==> src/rtl/ram_bit_wr_ctrl.sv <==
// ============================================================================
// Module   : ram_bit_wr_ctrl
// Brief    : Write-port controller for the dual-read/single-write bit RAM.
//            Clears the whole RAM after reset or on command, then shares the
//            write port between CPU and I/O scanner with round-robin arbitration.
// Revision : 1.0 - initial release
// ============================================================================
`default_nettype none

module ram_bit_wr_ctrl #(
    parameter int AWIDTH = 8
) (
    input  logic              clk,
    input  logic              rst,
    input  logic              clr_start,
    output logic              busy,
    output logic              clr_done,
    input  logic              cpu_wr_req,
    input  logic [AWIDTH-1:0] cpu_wr_addr,
    input  logic              cpu_wr_data,
    output logic              cpu_wr_ack,
    input  logic              io_wr_req,
    input  logic [AWIDTH-1:0] io_wr_addr,
    input  logic              io_wr_data,
    output logic              io_wr_ack,
    output logic [AWIDTH-1:0] port_c_address,
    output logic              port_c_data,
    output logic              port_c_we
);

    localparam logic [0:0]        c_st_clear  = 1'b0;
    localparam logic [0:0]        c_st_run    = 1'b1;
    localparam logic [AWIDTH-1:0] c_last_addr = '1;
    localparam logic [AWIDTH-1:0] c_one       = AWIDTH'(1);

    logic [0:0]        r_state;
    logic [AWIDTH-1:0] r_clr_cnt;
    logic              r_last_grant;  // 0 = CPU, 1 = IO

    logic w_clearing;
    logic w_grant_cpu;
    logic w_grant_io;

    assign w_clearing = !rst && (r_state == c_st_clear);

    // Zero-latency arbitration; a pending clear command blocks all grants.
    always_comb begin
        w_grant_cpu = 1'b0;
        w_grant_io  = 1'b0;
        if (!rst && (r_state == c_st_run) && !clr_start) begin
            if (cpu_wr_req && io_wr_req) begin
                w_grant_cpu = r_last_grant;
                w_grant_io  = !r_last_grant;
            end else begin
                w_grant_cpu = cpu_wr_req;
                w_grant_io  = io_wr_req;
            end
        end
    end

    always_comb begin
        busy           = w_clearing;
        clr_done       = w_clearing && (r_clr_cnt == c_last_addr);
        cpu_wr_ack     = w_grant_cpu;
        io_wr_ack      = w_grant_io;
        port_c_we      = w_clearing || w_grant_cpu || w_grant_io;
        port_c_address = '0;
        port_c_data    = 1'b0;
        if (w_clearing) begin
            port_c_address = r_clr_cnt;
        end else if (w_grant_cpu) begin
            port_c_address = cpu_wr_addr;
            port_c_data    = cpu_wr_data;
        end else if (w_grant_io) begin
            port_c_address = io_wr_addr;
            port_c_data    = io_wr_data;
        end
    end

    always_ff @(posedge clk) begin
        if (rst) begin
            r_state      <= c_st_clear;
            r_clr_cnt    <= '0;
            r_last_grant <= 1'b1;
        end else if (r_state == c_st_clear) begin
            // Counter wraps to zero naturally after the last address.
            r_clr_cnt <= r_clr_cnt + c_one;
            if (r_clr_cnt == c_last_addr) begin
                r_state <= c_st_run;
            end
        end else begin
            if (clr_start) begin
                r_state   <= c_st_clear;
                r_clr_cnt <= '0;
            end else if (w_grant_cpu) begin
                r_last_grant <= 1'b0;
            end else if (w_grant_io) begin
                r_last_grant <= 1'b1;
            end
        end
    end

endmodule

`default_nettype wire
==> config.mk <==
export PLATFORM = sky130hd
export DESIGN_NAME = ram_bit_wr_ctrl
export DESIGN_NICKNAME = d
export VERILOG_FILES = /design/src/rtl/ram_bit_wr_ctrl.sv
export SDC_FILE = /design/constraint.sdc
export NUM_CORES = 1
export LEC_CHECK = 0
export CAP_MARGIN = 25
export CORE_ASPECT_RATIO = 0.75
export CORE_MARGIN = 2
export CORE_UTILIZATION = 30
export CTS_BUF_LIST = sky130_fd_sc_hd__clkbuf_4 sky130_fd_sc_hd__clkbuf_8
export CTS_CLUSTER_SIZE = 16
export DETAILED_ROUTE_END_ITERATION = 10
export DONT_BUFFER_PORTS = 1
export GPL_TIMING_DRIVEN = 1
export PLACE_DENSITY = 0.55
export SYNTH_ARGS = -nofsm -noshare
export SYNTH_HDL_FRONTEND = slang
export SYNTH_SLANG_ARGS = --single-unit
==> constraint.sdc <==
create_clock -name clk -period 2.8 [get_ports clk]
set_input_delay 0.56 -clock clk [delete_from_list [all_inputs] [get_ports clk]]
set_output_delay 0.56 -clock clk [all_outputs]
set_load 0.05 [all_outputs]
==> impl_results.md <==
- Worst Hold Class: in -> reg
- Die outline height: 44.91 um
- Syn Std Cell Area: 669.4 sq um
- RePlAce Congestion: 0.7807
- Placed cell area: 894.6 sq um
- CP endpoint kind: primary output
- Core Rows: 14
- Vias per inst: 5.950
- Initial DRC count: 14
- RSZ-0062 raised after global routing: no
- Pins over their slew limit: 0
- Total power: 0.3413 mW
- Most common cell after layout, fill and taps aside: dfxtp_1
- Total I/O pin count: 37
- Synth cell types: 34
- Seq pwr share: 45.4%
- Startpoint types: flip-flop
- FFs w/ async S/R, synth: 0%
- Worst Setup Path Type: reg -> out
- Die W: 58.55 um
- Crit path DAT: 2030 ps
- Hold WS: 350.6 ps
- Seq/Total Area, Yosys: 29.91%
- Fmax: 386.1 MHz
- R2r setup slk: 1250 ps
- Final Non-Filler Cells: 121
- Rel. slew slack: 69.21%
- Design area: 930.9 sq um
- Most frequent cells in the layout: dfxtp_1, nor2_1, buf_12, buf_4
- Final Hold Viols: 0
- GRT overflow: 0
- HPWL Detailed: 1.463 mm
- Wirelength, routed: 1.879 mm
- CTS tree: yes
- Power Density: 366.6 nW/um^2
- Layout cells sized above 1: 22.68%
- Synthesized area per cell: 8.163 sq um
- Max-Cap Viols: 0
- Routed Antenna Nets: 0
- CP max FO: 16
- Global-route wire length before repair: 3.022 mm
- Initial antenna violation count: 0
- CTS Buf Count: 3
- Ys Warns: 0
- Final Cycle Share: 92.49%
- Comb power frac: 15.7%
- Placed Instances: 117
- Lkg Pwr: 0.3629 nW
- Area grow syn2layout: 39.07%
- Max Root-Sink Buffers: 2
- H-tree Lvls: 1
- Core Area: 2049 sq um
- Number of post-CTS setup repair buffers: 0
- Clock Power Share: 39.0%
- # setup viols final: 0
- Pint: 0.2503 mW
- Switching Share: 26.66%
- Post-CTS Hold Fix Bufs: 0
- Post-synth EDFFs: 0
- Routed length per instance: 15.53 um
- Worst skew pair latency: 270 ps
- VDD IR max: 0.2262 mV
- Total GRT Usage: 15.28%
- Syn Nets: 106
- Psw: 0.09099 mW
- First-pass DRT Iterations: 4
- Final net count: 122
- CTS resizes: 0
- Status: finished clean
- Largest net degree at the start of global routing: 17
- Synth Instances: 82
- Setup TNS: 0 ps
- FF+latch count, synth: 10
- Main synth FF type: dfxtp_1
- # DRC: 0
- Initial Util: 32.66%
- Vias in the first global route: 668
- Final setup skew: 1.099 ps
- Clock Pin Slew Worst Setup and Hold Paths: 70 ps
- Die ar.: 2629 sq um
- Min Tclk post-route: 2590 ps
- Port-buffer cells: 0
- TritonCTS Sinks: 10
- Worst slew pin tran: 461.2 ps
- Fillers: 202
- Clock Tree Root: clkbuf_4
- Routed vias: 720
- N_diodes: 0
- Req. time, crit path: 2240 ps
-- through the flow --
stage	utilization [%]	worst slack [ps]
2_1_floorplan	-	330.8
3_3_place_gp	43.65	596.5
3_5_place_dp	43.65	491.8
4_1_cts	45.42	203.2
5_1_grt	45.42	59.84
6_report	45.42	210.3
-- path summary, 6_finish.rpt --
path | start | endpoint | depth (start not counted)
min | rst | r_clr_cnt[3] | 1
max | r_state | port_c_address[5] | 4
min reg2reg | r_last_grant | r_last_grant | 2
max reg2reg | r_state | r_last_grant | 3
-- critical path, stage by stage (launching register included) --
cell	delay, ps
dfxtp_1	610
nor3b_1	310
and3_1	420
a221o_1	270
buf_12	150
-- area by class of cell --
type / instances / area, sq um / area share [%]
timing repair buffer: 16 / 220.2 / 23.66
multi-input combinational: 66 / 440.4 / 47.31
inverter: 1 / 3.754 / 0.4032
tap: 24 / 30.03 / 3.226
sequential: 10 / 200.2 / 21.51
clock buffer: 4 / 36.28 / 3.898
-- cells by family after synthesis --
family | count (synthesis) | synth area share [%]
xor+xnor | 1 | 1.309
simple gates | 35 | 29.53
flops | 10 | 29.91
buf+inv | 6 | 4.298
compound gates | 29 | 33.09
fa+ha+maj | 1 | 1.869
-- synthesized netlist by cell type, types with 2 or more instances --
cell type / count / area [sq um]
o21ai_0: 6 / 30.03
a31oi_1: 3 / 18.77
a221o_1: 7 / 70.07
or4_1: 2 / 15.01
a21oi_1: 4 / 20.02
nand2b_1: 2 / 12.51
nor2_1: 8 / 30.03
dfxtp_1: 10 / 200.2
and2_1: 2 / 12.51
nor2b_1: 2 / 12.51
nand2_1: 5 / 18.77
a22o_1: 2 / 17.52
and3_1: 7 / 43.79
clkbuf_1: 2 / 7.510
-- state kept, by name (all words and copies together) (netlist names) --
name          flops
r_clr_cnt         8
r_last_grant      1
r_state           1
-- routing by layer --
layer  GRT usage [%]  wire (um)  share of wire (%)  up-vias
li1                -          -                  -      356
met1           20.28        858                 46      337
met2           24.04        882                 47       23
met3           5.731        123                6.5        4
met4           2.791         14               0.75        0
met5               0          0                  0        -
-- power groups by stage --
stage	Clock [mW]	Combinational (mW)	Sequential, mW
after detailed placement	0	0.0538	0.158
after floorplan	0	0.0362	0.156
after global routing	0.143	0.0566	0.156
final	0.133	0.0535	0.155
after CTS	0.137	0.0539	0.155
after global placement	0	0.0536	0.158
(Power assumes the default switching activity.)
